--- config.mk ---
export PLATFORM = sky130hd
export DESIGN_NAME = instr_fetch_stage
export DESIGN_NICKNAME = d
export VERILOG_FILES = /design/src/rtl/instr_fetch_stage.sv
export SDC_FILE = /design/constraint.sdc
export NUM_CORES = 1
export LEC_CHECK = 0
export ABC_AREA = 1
export CAP_MARGIN = 20
export CORE_MARGIN = 3
export CORE_UTILIZATION = 55
export DETAILED_ROUTE_END_ITERATION = 10
export PLACE_DENSITY = 0.87
export SLEW_MARGIN = 20
export SYNTH_ARGS = -nofsm -noshare
export SYNTH_HDL_FRONTEND = slang
export SYNTH_SLANG_ARGS = --single-unit
--- constraint.sdc ---
create_clock -name clk -period 2.25 [get_ports clk]
set_input_delay 0.45 -clock clk [delete_from_list [all_inputs] [get_ports clk]]
set_output_delay 0.45 -clock clk [all_outputs]
set_load 0.03 [all_outputs]
--- src/rtl/instr_fetch_stage.sv ---
// Instruction fetch stage with IF/ID pipeline register for the 16-bit five-stage pipeline.
// One memory request outstanding at a time; handles hazard stalls, redirects, squashes and HALT.
module instr_fetch_stage #(
    parameter int unsigned             PC_WIDTH    = 16,
    parameter int unsigned             INSTR_WIDTH = 16,
    parameter logic [PC_WIDTH-1:0]     RESET_PC    = 16'h0000,
    parameter logic [INSTR_WIDTH-1:0]  NOP_INSTR   = 16'h0800
) (
    input  logic                   clk,
    input  logic                   rst_n,
    input  logic                   pc_write_en_in,
    input  logic                   if_id_write_en_in,
    input  logic                   redirect_in,
    input  logic [PC_WIDTH-1:0]    redirect_pc_in,
    input  logic                   halt_in,
    output logic                   imem_req_out,
    output logic [PC_WIDTH-1:0]    imem_addr_out,
    input  logic [INSTR_WIDTH-1:0] imem_rdata_in,
    input  logic                   imem_done_in,
    output logic [INSTR_WIDTH-1:0] IF_ID_instr_out,
    output logic [PC_WIDTH-1:0]    IF_ID_pc_plus2_out,
    output logic                   IF_ID_valid_out,
    output logic                   fetch_stall_out
);

    typedef enum logic [2:0] {
        S_IDLE,
        S_FETCH,
        S_SQUASH,
        S_HOLD,
        S_HALT
    } state_t;

    typedef struct packed {
        logic [INSTR_WIDTH-1:0] instr;
        logic [PC_WIDTH-1:0]    pc_plus2;
    } fetch_entry_t;

    state_t              state_q, state_d;
    logic [PC_WIDTH-1:0] pc_q, pc_d;
    logic [PC_WIDTH-1:0] req_addr_q, req_addr_d;
    fetch_entry_t        hold_q, hold_d;
    logic                halt_pending_q, halt_pending_d;
    fetch_entry_t        if_id_q, if_id_d;
    logic                if_id_valid_q, if_id_valid_d;

    logic                advance;
    logic                load_bubble;
    logic [PC_WIDTH-1:0] req_pc_plus2;

    assign advance      = pc_write_en_in && if_id_write_en_in;
    assign req_pc_plus2 = req_addr_q + PC_WIDTH'(2);

    // State register
    always_ff @(posedge clk or negedge rst_n) begin
        if (!rst_n) begin
            state_q          <= S_IDLE;
            pc_q             <= RESET_PC;
            req_addr_q       <= RESET_PC;
            hold_q           <= '0;
            halt_pending_q   <= 1'b0;
            if_id_q.instr    <= NOP_INSTR;
            if_id_q.pc_plus2 <= RESET_PC;
            if_id_valid_q    <= 1'b0;
        end else begin
            state_q        <= state_d;
            pc_q           <= pc_d;
            req_addr_q     <= req_addr_d;
            hold_q         <= hold_d;
            halt_pending_q <= halt_pending_d;
            if_id_q        <= if_id_d;
            if_id_valid_q  <= if_id_valid_d;
        end
    end

    // Next-state: redirect beats halt beats normal flow in every state
    always_comb begin
        state_d        = state_q;
        pc_d           = pc_q;
        req_addr_d     = req_addr_q;
        hold_d         = hold_q;
        halt_pending_d = halt_pending_q;
        if_id_d        = if_id_q;
        if_id_valid_d  = if_id_valid_q;
        load_bubble    = 1'b0;

        case (state_q)
            S_IDLE: begin
                load_bubble = 1'b1;
                if (redirect_in) begin
                    pc_d       = redirect_pc_in;
                    req_addr_d = redirect_pc_in;
                    state_d    = S_FETCH;
                end else if (halt_in) begin
                    state_d = S_HALT;
                end else begin
                    req_addr_d = pc_q;
                    state_d    = S_FETCH;
                end
            end

            S_FETCH: begin
                if (imem_done_in) begin
                    if (redirect_in) begin
                        pc_d        = redirect_pc_in;
                        req_addr_d  = redirect_pc_in;
                        load_bubble = 1'b1;
                    end else if (halt_in) begin
                        load_bubble = 1'b1;
                        state_d     = S_HALT;
                    end else if (advance) begin
                        if_id_d.instr    = imem_rdata_in;
                        if_id_d.pc_plus2 = req_pc_plus2;
                        if_id_valid_d    = 1'b1;
                        pc_d             = req_pc_plus2;
                        req_addr_d       = req_pc_plus2;
                    end else begin
                        hold_d.instr    = imem_rdata_in;
                        hold_d.pc_plus2 = req_pc_plus2;
                        state_d         = S_HOLD;
                    end
                end else begin
                    load_bubble = 1'b1;
                    if (redirect_in) begin
                        pc_d    = redirect_pc_in;
                        state_d = S_SQUASH;
                    end else if (halt_in) begin
                        halt_pending_d = 1'b1;
                        state_d        = S_SQUASH;
                    end
                end
            end

            // Drain the abandoned request, then resume at pc or stop
            S_SQUASH: begin
                load_bubble = 1'b1;
                if (redirect_in) begin
                    pc_d           = redirect_pc_in;
                    halt_pending_d = 1'b0;
                end else if (halt_in) begin
                    halt_pending_d = 1'b1;
                end
                if (imem_done_in) begin
                    if (!redirect_in && (halt_pending_q || halt_in)) begin
                        halt_pending_d = 1'b0;
                        state_d        = S_HALT;
                    end else begin
                        req_addr_d = redirect_in ? redirect_pc_in : pc_q;
                        state_d    = S_FETCH;
                    end
                end
            end

            S_HOLD: begin
                if (redirect_in) begin
                    pc_d        = redirect_pc_in;
                    req_addr_d  = redirect_pc_in;
                    load_bubble = 1'b1;
                    state_d     = S_FETCH;
                end else if (halt_in) begin
                    load_bubble = 1'b1;
                    state_d     = S_HALT;
                end else if (advance) begin
                    if_id_d       = hold_q;
                    if_id_valid_d = 1'b1;
                    pc_d          = hold_q.pc_plus2;
                    req_addr_d    = hold_q.pc_plus2;
                    state_d       = S_FETCH;
                end
            end

            S_HALT: begin
                load_bubble = 1'b1;
                if (redirect_in) begin
                    pc_d       = redirect_pc_in;
                    req_addr_d = redirect_pc_in;
                    state_d    = S_FETCH;
                end
            end

            default: begin
                state_d = S_IDLE;
            end
        endcase

        if (load_bubble && if_id_write_en_in) begin
            if_id_d.instr = NOP_INSTR;
            if_id_valid_d = 1'b0;
        end
    end

    assign imem_req_out       = (state_q == S_FETCH) || (state_q == S_SQUASH);
    assign imem_addr_out      = req_addr_q;
    assign fetch_stall_out    = (state_q == S_FETCH) && !imem_done_in;
    assign IF_ID_instr_out    = if_id_q.instr;
    assign IF_ID_pc_plus2_out = if_id_q.pc_plus2;
    assign IF_ID_valid_out    = if_id_valid_q;

endmodule
# After elaboration in Yosys (flattened, before gate mapping)
# Index checks and enable logic that the tools add are counted.
# Widths: inputs -> output; s select.
# totals
out_inout_bits	51
memories	0
ramBits	0
latchBits	0
inputBits	39
regBits	101
mem_bits_ro	0
# op_classes
addsub	1
n_mux	57
bitwise	3
shift	0
order_cmp	0
div	0
eq_ne	33
n_reduce_logical	23
n_mul	0
# op_table
op	count
$mux 16	15
$mux 32	7
$pmux 16 s5	1
$pmux 32 s2	1
$pmux 16 s3	1
$mux 3	14
$ne 3x3->1 const B	13
$ne 2x2->1 const B	11
$ne 4x4->1 const B	5
$add 16x2->16 const B	1
$reduce_and 8->1	2
$pmux 3 s5	1
$mux 1	14
$reduce_and 10->1	1
$reduce_and 5->1	2
$eq 3x2->1 const B	2
$reduce_and 6->1	1
$reduce_bool 3->1	2
$reduce_bool 5->1	1
$logic_and 1x1->1	4
$pmux 1 s2	2
$reduce_bool 2->1	2
$eq 3x1->1 const B	1
$eq 3x3->1 const B	1
other kinds (8)	12

# Depth between registers and ports, before layout
# depth
depth_word	7
mapped_depth	12

# Worst setup path after synthesis
# No wires, ideal clock.
# synth_timing
path_kind	register -> register
from	register req_addr_q[1] (netlist: imem_addr_out[1])
to	register req_addr_q[11] (netlist: imem_addr_out[11])
t_arrival_ps	1631
required_ps	2133
stages_incl_launch_ff	13
setup_slack_ps	502
period_less_slack_ps	1748
path_cell_list	dfrtp_1 -> ha_1 -> nand3_1 -> nor2_1 -> nand2_1 -> nand2_1 -> nand2_1 -> nand2_1 -> nand2_1 -> nand2_1 -> nand2_1 -> nand2_1 -> nand2_1
# synth_between
elab_chain_len	6
# synth_lines
element	line	source
from (decl)	41	logic [PC_WIDTH-1:0] req_addr_q, req_addr_d;
from (signal assigned)	68	req_addr_q <= req_addr_d;
$add 16x2->16	52	assign req_pc_plus2 = req_addr_q + PC_WIDTH'(2);
$mux 16	111	end else if (advance) begin
$mux 16	108	end else if (halt_in) begin
$mux 16	104	if (redirect_in) begin
$mux 16	103	if (imem_done_in) begin
$pmux 16 s5	87	case (state_q)
# Every way passes these cells. The select of a mux whose other input is x is not followed.
# A chain may end at the register's enable or synchronous reset.

# Final worst setup path
# layout_timing
from	register state_q[0]
to	output port fetch_stall_out
# layout_between
elab_chain_len	2
# layout_lines
element	line	source
from (decl)	39	state_t state_q, state_d;
from (signal assigned)	66	state_q <= state_d;
$eq 3x1->1	194	assign fetch_stall_out = (state_q == S_FETCH) && !imem_done_in;
$logic_and 1x1->1	194	
to (decl)	23	output logic fetch_stall_out
# Every way passes these cells.

==> flow_summary.yaml <==
detailed_routing:
  ant_nets: 0
  route.detailed.drc: 0
  first_pass_iters: 6
  wl_per_cell_um: 15.6
  first_iter_violations: 767
  viasPerCell: 5.62
  drt_wl_total_um: 17500
  vias: 6283
timing:
  hold_ws_ns: -0.00163
  finalSetupViolCount: 0
  timing.final.crit_share_pct: 95.6
  finalClockSkew_ns: 0.0122
  rsz0062_at_grt: "false"
  finalCriticalPeriod_ns: 2.15
  max_slew_margin_pct: 68.1
  slew_violations: 0
  hold_viol: 1
  max_freq_mhz: 465
  worstMarginPinSlew_ns: 0.478
finish:
  area_growth_pct: 22.0
  design_area_sq_um: 7530
  final_nets: 1012
  antenna_cells: 0
  post-route-util_pct: 69.2
  final_cells: 1117
  drive_above_1_share_pct: 11.4
  nFillCells: 879
place:
  placed_area_sq_um: 7320
  dp_hpwl_um: 12400
  dp.cells: 1100
  place_congestion: 0.929
  portBuffers: 89
clocking:
  clockBufferDepth: 2
  cts_buffers: 9
  root_buffer: "clkbuf_8"
  clk_latency_ns: 0.37
  cts.sinks: 101
  cts_tree: "yes"
  path_clk_slew_ns: 0.10
  cts_hold_buf: 0
  ctsHtreeMaxLevel: 3
global_route:
  antenna_found_initial: 0
  grt_overflow: 0
  grt_pass1_wl_um: 28800
  grt_max_degree: 52
  grt_pass1_vias: 5883
  grt_usage_pct: 28.2
floorplanning:
  rows: 38
  die_x_um: 112
  dieArea_sq_um: 12500
  die_h_um: 112
  ios: 90
  floorplan.initialDensity_pct: 56.7
  core_area_sq_um: 10900
worst_setup_path:
  crit_path_end_kind: "primary output"
  path_class: "register to primary output"
  cp.required_ns: 1.80
  crit_fanout: 19
  crit_arrival_ns: 1.70
  crit_path_start_kind: "register"
synth:
  synth_area_leaders: "dfrtp_1 (41%), nand2_1 (20%), o21ai_0 (6.6%)"
  async_flop_share_pct: 100
  yosysWarnings: 0
  synth_edf_count: 0
  synth.most_common_cell: "nand2_1"
  synth_top_area_cell: "dfrtp_1"
  synth_nets: 919
  syn_inst: 879
  ys_seq_elements: 101
  dominantRegCellSynth: "dfrtp_1"
  synth.distinct_cells: 43
  avgSynthCellArea_sq_um: 7.02
  yosys.area.top_type_share_pct: 40.5
  yosysSeqAreaShare_pct: 41.0
  syn_area_sq_um: 6170
  synth_commonest_cells: "nand2_1 (337), dfrtp_1 (100), o21ai_0 (82)"
power_and_ir_drop:
  power_frac_seq_pct: 32.7
  p_leak_nw: 3.77
  ir_drop_mv: 0.880
  power.share.clock_pct: 12.0
  internal_power_w: 0.00518
  total_power_w: 0.00998
  combPwrFrac_pct: 55.4
  power.density_nw_per_um2: 1330
  swShare_pct: 48.1
  p_switching_w: 0.00480
run_status:
  status: "complete, but fails checks"
  violations: "hold timing"
worst_hold_path:
  hold_class: "input port to async pin"
job:
  max_cap_viol_count: 0
## power groups by stage
| stage | logic, W | registers [W] | clock network, W |
|---|---|---|---|
| after global routing | 0.00611 | 0.00336 | 0.00128 |
| after detailed placement | 0.00543 | 0.00326 | 0 |
| after floorplan | 0.00324 | 0.00370 | 0 |
| final | 0.00553 | 0.00326 | 0.00119 |
| after global placement | 0.00533 | 0.00323 | 0 |
| after CTS | 0.00547 | 0.00324 | 0.00120 |
## layer usage
metal  track usage (%)  share of wire (%)
met1              39.3                 43
met2              45.3                 47
met3              4.29                7.8
met4              9.78                2.7
met5                 0                  0
## worst paths after layout
| check | start | depth (start not counted) | slack [ns] | to |
|---|---|---|---|---|
| worst max-delay path | state_q[0] | 7 | 0.1 | fetch_stall_out |
| max in group asynchronous | rst_n | 2 | 1.66 | pc_q[10] |
| min in group clk | hold_q[31] | 2 | 0.48 | hold_q[31] |
| worst min register to register | hold_q[31] | 2 | 0.48 | hold_q[31] |
| worst max register to register | imem_addr_out[2] | 9 | 0.16 | imem_addr_out[7] |
| worst min-delay path | rst_n | 1 | -0.002 | IF_ID_instr_out[9] |
## worst max-delay path: stages, from the launching register on
cell	delay, ns
dfrtp_1	0.44
inv_2	0.09
nor2_4	0.20
nand2_8	0.12
inv_8	0.15
nand2_4	0.10
inv_1	0.11
buf_12	0.12
## through the flow
| stage | setup WS (ns) | setup TNS [ns] | hold slack (ns) |
|---|---|---|---|
| 3_3_place_gp | 0.0561 | 0 | 0.412 |
| 2_1_floorplan | 0.502 | 0 | 0.154 |
| 6_report | 0.100 | 0 | -0.00163 |
| 4_1_cts | 0.0508 | 0 | 0.00790 |
| 5_1_grt | 0.0183 | 0 | 0.0116 |
| 3_5_place_dp | -0.0309 | -0.0832 | 0.413 |
## cell usage in the layout, fill, tap and decap left out, types with 2 or more instances in the layout
cell	count
a21boi_0	2
a21oi_1	37
a21oi_2	3
a2bb2oi_1	12
a31oi_1	3
and2_1	2
buf_12	6
buf_4	31
clkbuf_8	10
clkdlybuf4s50_1	86
clkinv_2	2
clkinvlp_4	2
dfrtp_1	100
inv_1	54
inv_2	11
nand2_1	337
nand2_2	12
nand2_4	5
nand3_1	39
nand4_1	8
nor2_1	66
nor2_2	6
o2111ai_1	3
o211ai_1	6
o21ai_0	82
o21ai_1	16
o21ai_2	11
o21bai_1	4
or2_2	2
xor2_1	2
## state kept, by name, summed over array words and instances (netlist names)
register,flops
IF_ID_instr_out,16
IF_ID_pc_plus2_out,16
IF_ID_valid_out,1
halt_pending_q,1
hold_q,32
imem_addr_out,16
pc_q,16
state_q,3
## logic make-up (layout without fill, tap and decap cells)
logic type | count (synthesis) | in the layout | synth area share [%]
AOI/OAI and AO/OA | 180 | 180 | 16.9
adders and majority gates | 1 | 1 | 0.203
xor gates and xnor gates | 3 | 3 | 0.426
DFF | 101 | 101 | 41.0
and+or+nand+nor | 484 | 484 | 33.2
muxes | 1 | 1 | 0.162
buffers and inverters | 109 | 207 | 8.09
## cell type report
type                       count  area (sq um)  area share, %
inverter                      67           260           3.46
tap                          140           175           2.33
timing repair buffer         124          1220           16.2
clock buffer                  11           141           1.88
multi-input combinational    669          3140           41.8
sequential                   101          2530           33.6
clock inverter                 5          58.8          0.781
## repair_timing
item,in CTS,in global routing
setup endpoints to repair,1,1
pin swaps,0,1
resized for setup,1,1
setup buffers,0,1
endpoints found under the hold margin,0,0
Note: power is estimated with default switching activity, not from simulation.
